### config.mk
export PLATFORM = sky130hd
export DESIGN_NAME = scene_loader
export DESIGN_NICKNAME = d
export VERILOG_FILES = /design/src/rtl/scene_pkg.sv /design/src/rtl/scene_loader.sv
export SDC_FILE = /design/constraint.sdc
export NUM_CORES = 1
export LEC_CHECK = 0
export CORE_MARGIN = 1
export CORE_UTILIZATION = 35
export CTS_CLUSTER_DIAMETER = 150
export DETAILED_ROUTE_END_ITERATION = 6
export GPL_TIMING_DRIVEN = 0
export REMOVE_ABC_BUFFERS = 1
export SETUP_SLACK_MARGIN = 0.4
export SLEW_MARGIN = 20
export SYNTH_ARGS = -nofsm -noshare
export SYNTH_HDL_FRONTEND = slang
export SYNTH_SLANG_ARGS = --single-unit
### constraint.sdc
create_clock -name clk -period 42.1 [get_ports clk]
set_input_delay 8.42 -clock clk [delete_from_list [all_inputs] [get_ports clk]]
set_output_delay 8.42 -clock clk [all_outputs]
set_load 0.005 [all_outputs]
### src/rtl/scene_pkg.sv
// Shared definitions for the scene RAM writer (scene_loader) and the header reader.
package scene_pkg;

    localparam int NHDR   = 11;
    localparam int ADDR_W = 17;
    localparam int DATA_W = 32;
    localparam int CNT_W  = ADDR_W + 1;
    localparam int HIDX_W = 4;

    localparam int H_SIZE  = 0;
    localparam int H_NUMV  = 1;
    localparam int H_NUMF  = 2;
    localparam int H_NUML  = 3;
    localparam int H_LOFF  = 4;
    localparam int H_VOFF  = 5;
    localparam int H_NVOFF = 6;
    localparam int H_FOFF  = 7;
    localparam int H_NFOFF = 8;
    localparam int H_MOFF  = 9;
    localparam int H_MFOFF = 10;

    // Largest legal scene: it fills the whole RAM.
    localparam logic [DATA_W-1:0] MAX_SIZE = {{(DATA_W-ADDR_W-1){1'b0}}, 1'b1, {ADDR_W{1'b0}}};

    typedef enum logic [2:0] {
        ST_IDLE  = 3'd0,
        ST_HDR   = 3'd1,
        ST_BODY  = 3'd2,
        ST_DRAIN = 3'd3,
        ST_DONE  = 3'd4,
        ST_ERR   = 3'd5,
        ST_TRAIL = 3'd6
    } loader_state_t;

    function automatic logic size_is_bad(input logic [DATA_W-1:0] w);
        return (w < DATA_W'(NHDR)) || (w > MAX_SIZE);
    endfunction

endpackage

### src/rtl/scene_loader.sv
// Streams host words into scene RAM port A and latches the scene header.
// Optional SCENE_LOADER_CHECKSUM_EN: expects a trailing checksum word and exposes csum.
module scene_loader
    import scene_pkg::*;
(
    input  logic                         clk,
    input  logic                         reset,
    input  logic                         start,
    input  logic [DATA_W-1:0]            in_data,
    input  logic                         in_valid,
    output logic                         in_ready,
    output logic [ADDR_W-1:0]            address_a,
    output logic [DATA_W-1:0]            data_a,
    output logic                         wren_a,
    output logic [NHDR-1:0][DATA_W-1:0]  header,
    output logic                         busy,
    output logic                         done,
    output logic                         err
`ifdef SCENE_LOADER_CHECKSUM_EN
    ,
    output logic [DATA_W-1:0]            csum
`endif
);

`ifdef SCENE_LOADER_CHECKSUM_EN
    localparam loader_state_t TAIL_ST    = ST_TRAIL;
    localparam logic          TAIL_READY = 1'b1;
`else
    localparam loader_state_t TAIL_ST    = ST_DRAIN;
    localparam logic          TAIL_READY = 1'b0;
`endif

    loader_state_t    state_r;
    logic [CNT_W-1:0] count_r;
    logic [CNT_W-1:0] size_r;
    logic             accept_s;
    logic             write_s;
    logic             last_word_s;

    assign accept_s    = in_valid && in_ready;
    // The checksum trailer is consumed but never stored.
    assign write_s     = accept_s && (state_r != ST_TRAIL);
    assign last_word_s = (count_r == (size_r - CNT_W'(1'b1)));

    // Load sequencer, RAM write port, header capture and status flags
    always_ff @(posedge clk or posedge reset) begin
        if (reset) begin
            state_r   <= ST_IDLE;
            count_r   <= '0;
            size_r    <= '0;
            in_ready  <= 1'b0;
            address_a <= '0;
            data_a    <= '0;
            wren_a    <= 1'b0;
            header    <= '0;
            busy      <= 1'b0;
            done      <= 1'b0;
            err       <= 1'b0;
`ifdef SCENE_LOADER_CHECKSUM_EN
            csum      <= '0;
`endif
        end else begin
            wren_a <= 1'b0;
            if (write_s) begin
                wren_a    <= 1'b1;
                address_a <= count_r[ADDR_W-1:0];
                data_a    <= in_data;
                count_r   <= count_r + CNT_W'(1'b1);
`ifdef SCENE_LOADER_CHECKSUM_EN
                csum      <= csum + in_data;
`endif
            end

            case (state_r)
                ST_IDLE, ST_DONE, ST_ERR: begin
                    if (start) begin
                        state_r  <= ST_HDR;
                        count_r  <= '0;
                        in_ready <= 1'b1;
                        busy     <= 1'b1;
                        done     <= 1'b0;
                        err      <= 1'b0;
`ifdef SCENE_LOADER_CHECKSUM_EN
                        csum     <= '0;
`endif
                    end
                end
                ST_HDR: begin
                    if (accept_s) begin
                        header[count_r[HIDX_W-1:0]] <= in_data;
                        if (count_r == CNT_W'(H_SIZE)) begin
                            size_r <= in_data[CNT_W-1:0];
                            if (size_is_bad(in_data)) begin
                                state_r  <= ST_ERR;
                                in_ready <= 1'b0;
                                busy     <= 1'b0;
                                err      <= 1'b1;
                            end
                        end else if (count_r == CNT_W'(NHDR - 1)) begin
                            if (size_r == CNT_W'(NHDR)) begin
                                state_r  <= TAIL_ST;
                                in_ready <= TAIL_READY;
                            end else begin
                                state_r  <= ST_BODY;
                            end
                        end
                    end
                end
                ST_BODY: begin
                    if (accept_s && last_word_s) begin
                        state_r  <= TAIL_ST;
                        in_ready <= TAIL_READY;
                    end
                end
                ST_DRAIN: begin
                    state_r <= ST_DONE;
                    busy    <= 1'b0;
                    done    <= 1'b1;
                end
`ifdef SCENE_LOADER_CHECKSUM_EN
                ST_TRAIL: begin
                    if (accept_s) begin
                        in_ready <= 1'b0;
                        busy     <= 1'b0;
                        if (in_data == csum) begin
                            state_r <= ST_DONE;
                            done    <= 1'b1;
                        end else begin
                            state_r <= ST_ERR;
                            err     <= 1'b1;
                        end
                    end
                end
`endif
                default: begin
                    state_r  <= ST_IDLE;
                    in_ready <= 1'b0;
                    busy     <= 1'b0;
                end
            endcase
        end
    end

endmodule
# Word-level counts from Yosys, hierarchy flattened
# Cells that the tools add are included.
# W data, S select, Z words.
[op_classes] addsub=2 n_lt_le_gt_ge=4 eq_ne=17 n_mux=32 n_bitwise=2 n_reduce_logical=17
[op_table] op="$bwmux W352" n=1
[op_table] op="$demux W32 S4" n=1
[op_table] op="$mux W18" n=3
[op_table] op="$eq A18 B4 Y1 const B" n=2
[op_table] op="$gt A32 B18 Y1 const B" n=1
[op_table] op="$lt A32 B4 Y1 const B" n=1
[op_table] op="$mux W32" n=1
[op_table] op="$add A18 B1 Y18 const B" n=1
[op_table] op="$eq A18 B18 Y1" n=1
[op_table] op="$logic_not A18 Y1" n=1
[op_table] op="$mux W3" n=6
[op_table] op="$sub A18 B1 Y18 const B" n=1
[op_table] op="$mux W1" n=15
[op_table] op="$reduce_and A5 Y1" n=3
[op_table] op="$ne A3 B3 Y1 const B" n=4
[op_table] op="$pmux W3 S4" n=1
[op_table] op="$ne A2 B2 Y1 const B" n=5
[op_table] op="$reduce_and A7 Y1" n=1
[op_table] op="$eq A3 B2 Y1 const B" n=2
[op_table] op="$eq A3 B3 Y1 const B" n=2
[op_table] op="$lt A4 B5 Y1 const B" n=1
[op_table] op="$ge A4 B1 Y1 const B" n=1
[op_table] op="$logic_and A1 B1 Y1" n=4
[op_table] op="$pmux W1 S2" n=2
[op_table] op="other kinds (10)" n=13
[totals] reg_bits=445 input_bits=36 elab_cells=95

# Logic depth before layout (Yosys ltp)
# Gate-level depths: netlist (run 1).
[logic_depth] ltp_word=6 depth_mapped=9

# Least setup slack after synthesis (run 1)
# Ideal clock, no wire load.
[synth_path] path_type="input to register" start="input in_data[5]" end="register state_r[2]" setup_time_ns=0.125 t_arrival_ns=9.734 required_time_ns=41.975 path_slack_ns=32.241 cell_stages=6 path_buffers=0 cell_sequence="nor4_1 and4_1 a21o_1 a211oi_1 or3b_1 mux2_2"
[synth_via] elab_chain_cells=4 word_cells_on_any_way=5 cone_classes="2 x order compare; 1 x eq/ne; 2 x reduce/logical"
[synth_rtl] element="start: declaration" line_no="scene_loader.sv:9" text="input logic [DATA_W-1:0] in_data,"
[synth_rtl] element="$lt A32 B4 Y1 / $gt A32 B18 Y1 (equally long branches)" line_no="scene_pkg.sv:36" text="return (w < DATA_W'(NHDR)) || (w > MAX_SIZE);"
[synth_rtl] element="$logic_or A1 B1 Y1 (*)" line_no="scene_pkg.sv:36"
[synth_rtl] element="$ne A3 B3 Y1 (no source line) (*)"
[synth_rtl] element="$reduce_and A5 Y1 (no source line) (*)"
[synth_rtl] element="end signal: assignment" line_no="scene_loader.sv:48" text="state_r <= ST_IDLE;"
[synth_rtl] element="end signal: assignment" line_no="scene_loader.sv:77" text="state_r <= ST_HDR;"
[synth_rtl] element="end signal: assignment" line_no="scene_loader.sv:94" text="state_r <= ST_ERR;"
[synth_rtl] element="end: declaration" line_no="scene_loader.sv:33" text="loader_state_t state_r;"
# Every way passes the cells marked *; elsewhere a longest branch is shown, timed or not.
# A chain may end at the register's enable or synchronous reset.

# Worst setup path after layout (run 1)
[layout_path] start="input in_valid" end="register count_r[16]"
[layout_via] elab_chain_cells=5
[layout_rtl] element="start: declaration" line_no="scene_loader.sv:10" text="input logic in_valid,"
[layout_rtl] element="$logic_and A1 B1 Y1 (*)" line_no="scene_loader.sv:40" text="assign accept_s = in_valid && in_ready;"
[layout_rtl] element="$logic_and A1 B1 Y1 (*)" line_no="scene_loader.sv:42" text="assign write_s = accept_s && (state_r != ST_TRAIL);"
[layout_rtl] element="$mux W18 (*)" line_no="scene_loader.sv:64" text="if (write_s) begin"
[layout_rtl] element="$mux W18" line_no="scene_loader.sv:76" text="if (start) begin"
[layout_rtl] element="$mux W18 (*)" line_no="scene_loader.sv:74" text="case (state_r)"
[layout_rtl] element="end signal: assignment" line_no="scene_loader.sv:68" text="count_r <= count_r + CNT_W'(1'b1);"
[layout_rtl] element="end: declaration" line_no="scene_loader.sv:34" text="logic [CNT_W-1:0] count_r;"
# Marked as above.

==> results of run 1 <==
## power by group
| group | switching, mW | internal, mW |
|---|---|---|
| Sequential | 0.0780 | 0.554 |
| Combinational | 0.210 | 0.320 |
| Clock | 0.173 | 0.251 |
| Total | 0.461 | 1.13 |
## cell usage in the layout, fill, tap and decap left out, drive strengths merged, types with 11 or more instances in the layout
| master | n |
|---|---|
| inv | 12 |
| clkdlybuf4s50 | 441 |
| nand2 | 171 |
| xnor2 | 22 |
| a21oi | 16 |
| dfrtp | 445 |
| xor2 | 12 |
| clkbuf | 77 |
| nor2 | 38 |
| nor4 | 15 |
| nand4 | 11 |
| mux2 | 370 |
## worst min-delay path, cell delays in order, from the launching register on
cell     delay (ns)
dfrtp_1        0.34
nand2_1        0.05
nand2_1        0.05
## cell families (layout without fill, tap and decap cells)
group / Yosys count / count (layout)
flops: 445 / 445
mux: 372 / 372
simple gates: 300 / 300
buf+inv: 100 / 547
compound gates: 41 / 41
xor+xnor: 35 / 35
fa+ha+maj: 6 / 6
## cells in the mapped netlist, types with 2 or more instances
cell type	instances
buf_1	32
inv_1	9
nand4_1	11
nor4_1	14
o21ai_0	7
or2_2	2
nand2_1	171
buf_2	2
ha_1	6
o211a_1	2
mux2_2	246
nor3b_1	4
nor2b_1	4
clkbuf_1	55
nand3b_1	6
and4b_1	2
mux2i_1	2
nor3_1	10
nand3_1	8
a21oi_1	16
and3_1	5
and2_1	2
xnor2_1	22
xor2_1	12
a21o_1	3
nand2b_1	5
mux2_1	124
nor4b_1	2
or4_4	2
or3_1	5
dfrtp_1	445
nor2_1	38
and4_1	2
nor4bb_1	2
## routing by layer
metal	GRT usage, %	wire length, um	up-vias	part of all wire (%)
met2	35.7	27300	294	49
li1	-	-	5294	-
met1	26.6	22800	6178	41
met4	6.82	1570	0	2.8
met5	0	0	-	0
met3	6.39	3570	84	6.5
## flip-flops by register name, indices dropped and copies added (netlist names)
| register | cells |
|---|---|
| header | 352 |
| data_a | 32 |
| wren_a | 1 |
| err | 1 |
| busy | 1 |
| size_r | 18 |
| count_r | 18 |
| in_ready | 1 |
| address_a | 17 |
| state_r | 3 |
| done | 1 |
## final cells by class
cell class | instances | area, sq um
tap | 672 | 841
fill | 4429 | 25600
sequential | 445 | 11100
clock buffer | 77 | 1470
clock inverter | 11 | 113
multi-input combinational | 754 | 6350
inverter | 10 | 47.5
timing repair buffer | 449 | 4600
## stage by stage
step	cells	utilization [%]	cell area, sq um
global route	2418	49.0	24600
detailed placement	2330	45.8	23000
finish	2418	49.0	24600
CTS	2418	48.9	24600
global placement	2322	45.2	22700
floorplan	1209	-	17400
## how the worst min path moves through the flow
| stage | slack [ns] | cells past startpoint | startpoint | endpoint |
|---|---|---|---|---|
| after floorplan | 0.47 | 2 | data_a[0]$_DFFE_PP0P_ | data_a[0]$_DFFE_PP0P_ |
| after global placement | 0.46 | 2 | data_a[9]$_DFFE_PP0P_ | data_a[9]$_DFFE_PP0P_ |
| after detailed placement | 0.46 | 2 | data_a[30]$_DFFE_PP0P_ | data_a[30]$_DFFE_PP0P_ |
| after CTS | 0.48 | 2 | data_a[30]$_DFFE_PP0P_ | data_a[30]$_DFFE_PP0P_ |
| after global routing | 0.49 | 2 | data_a[30]$_DFFE_PP0P_ | data_a[30]$_DFFE_PP0P_ |
| final | 0.47 | 2 | data_a[22]$_DFFE_PP0P_ | data_a[22]$_DFFE_PP0P_ |
==> flow_summary.toml, run 1 <==
[global_routing]
grt_first_pass_wirelength_um = 81600
antenna_found_initial = 0
grt_max_degree = 105
grt_overflow = 0
grt_usage_pct = 21.4
grt_pass1_vias = 12200

[clock_network]
clk_path_buf_depth = 3
cts_buffers = 49
cts_tree = "built"
cts_root_buf = "clkbuf_16"
clk_latency_ns = 0.58
cts_sinks = 445
h-tree-depth = 2
ctsResizeCount = 0
clk_pin_slew_ns = 0.06
cts_hold_buffers = 0
post-cts-setup-buffers = 0

[critical_path]
r2r_slack_ns = 38.98
timing.rr.end = "header[340]$_DFFE_PP0P_"
rr_startpoint = "state_r[1]$_DFFE_PP0P_"
crit_chain = "clkdlybuf4s50_1 -> nand2_1 -> a21o_4 -> buf_12 -> inv_4 -> nand4_1 -> nor2_1 -> nand4_1 -> xor2_1 -> nor2_1"
cp_max_fo = 53
slowest_delay_ns = 0.57
worstRegToRegCells = 6
worstSetupEndpoint = "count_r[16]$_DFF_PP0_"
critPathLaunch = "in_valid"
cp.depth = 10
path_buf_inv = 3
end_kind = "register"
crit_path_top_delay_cell = "inv_4"
crit_path_start_kind = "primary input"
crit_arrival_ns = 11.20
cpLargestDelayFamily = "buffers and inverters"
crit_type = "primary input to register"
required_ns = 42.52

[place]
place_hpwl_um = 35600
io_buffers = 441
pre_cts_ws_ns = 30.57
gp_congestion = 0.820

[sta]
hold_viol = 0
finClkSkew_ns = 0.0115
slew_viol_final = 0
rsz0062_at_grt = "false"
fin_ws_ns = 31.32
min_period_ns = 10.78
fmax_mhz = 92.8
slew-limit-headroom_pct = 37.5
worstMarginPinSlew_ns = 0.935
fin_setup_tns_ns = 0
worst_hold_slack_ns = 0.471
setup_viol = 0
timing.final.crit_share_pct = 25.6

[route]
drt-total-wl_um = 55300
wl_per_cell_um = 22.9
drc = 0
drt_iter0_markers = 593
drtAntennaViolNets = 0
vias = 11900
viasPerCell = 4.90
drt_first_pass_iters = 5

[synthesis]
syn-instance-count = 1299
synth_cell_types = 55
synthAdderAreaFrac_pct = 0.422
synthArstFlopShare_pct = 100
syn_avg_cell_area_sq_um = 13.7
yosysTopAreaCellShare_pct = 62.6
synthXorXnorAreaFrac_pct = 1.80
synth_warnings = 0
yosys-top-cells-area = "dfrtp_1, mux2_2, mux2_1, nand2_1, clkbuf_1"
synth_mux_area_share_pct = 23.6
synth_flop_cell = "dfrtp_1"
yosys.area.top_type = "dfrtp_1"
synth_compound_area_share_pct = 1.58
synth_edf_count = 0
synth-simple-area-share_pct = 7.86
ys_ff_latch = 445
synth-seq-area-share_pct = 62.6
synth.cell_area_sq_um = 17800
synth_top_family_by_area = "multiplexers"

[floorplanning]
dieArea_sq_um = 51700
initial_core_util_pct = 35.4
coreArea_sq_um = 50200
io_pins = 442
rows = 82
die_w_um = 227
die_y_um = 227

[layout]
area_growth_pct = 38.2
finalNetCount = 1751
diodes = 0
drive_gt1_share_pct = 20.1

[pwr]
power.density_nw_per_um2 = 64.6
p_leak_nw = 11.6
power.total_mw = 1.59
peakVddDrop_mv = 0.0383

[run]
cap_violations = 0

[worst_hold_path]
hold_class = "register to register"

[status]
status = "complete, no violations"
Note: power is estimated with default switching activity, not from simulation.
==> run 2: changes to the inputs <==
clock period = 10.7 ns   (was 42.1 ns; I/O delays follow)
==> results of run 2 <==
The final DEF is identical to that of run 1. Status: complete, no violations.
Main changes from that run: setup slack after placement 30.57 ns -> 5.45 ns; setup slack after layout 31.32 ns -> 6.20 ns; register-to-register setup slack 38.98 ns -> 7.58 ns; total power 1.59 mW -> 6.24 mW; worst IR drop on VDD 0.0383 mV -> 0.151 mV
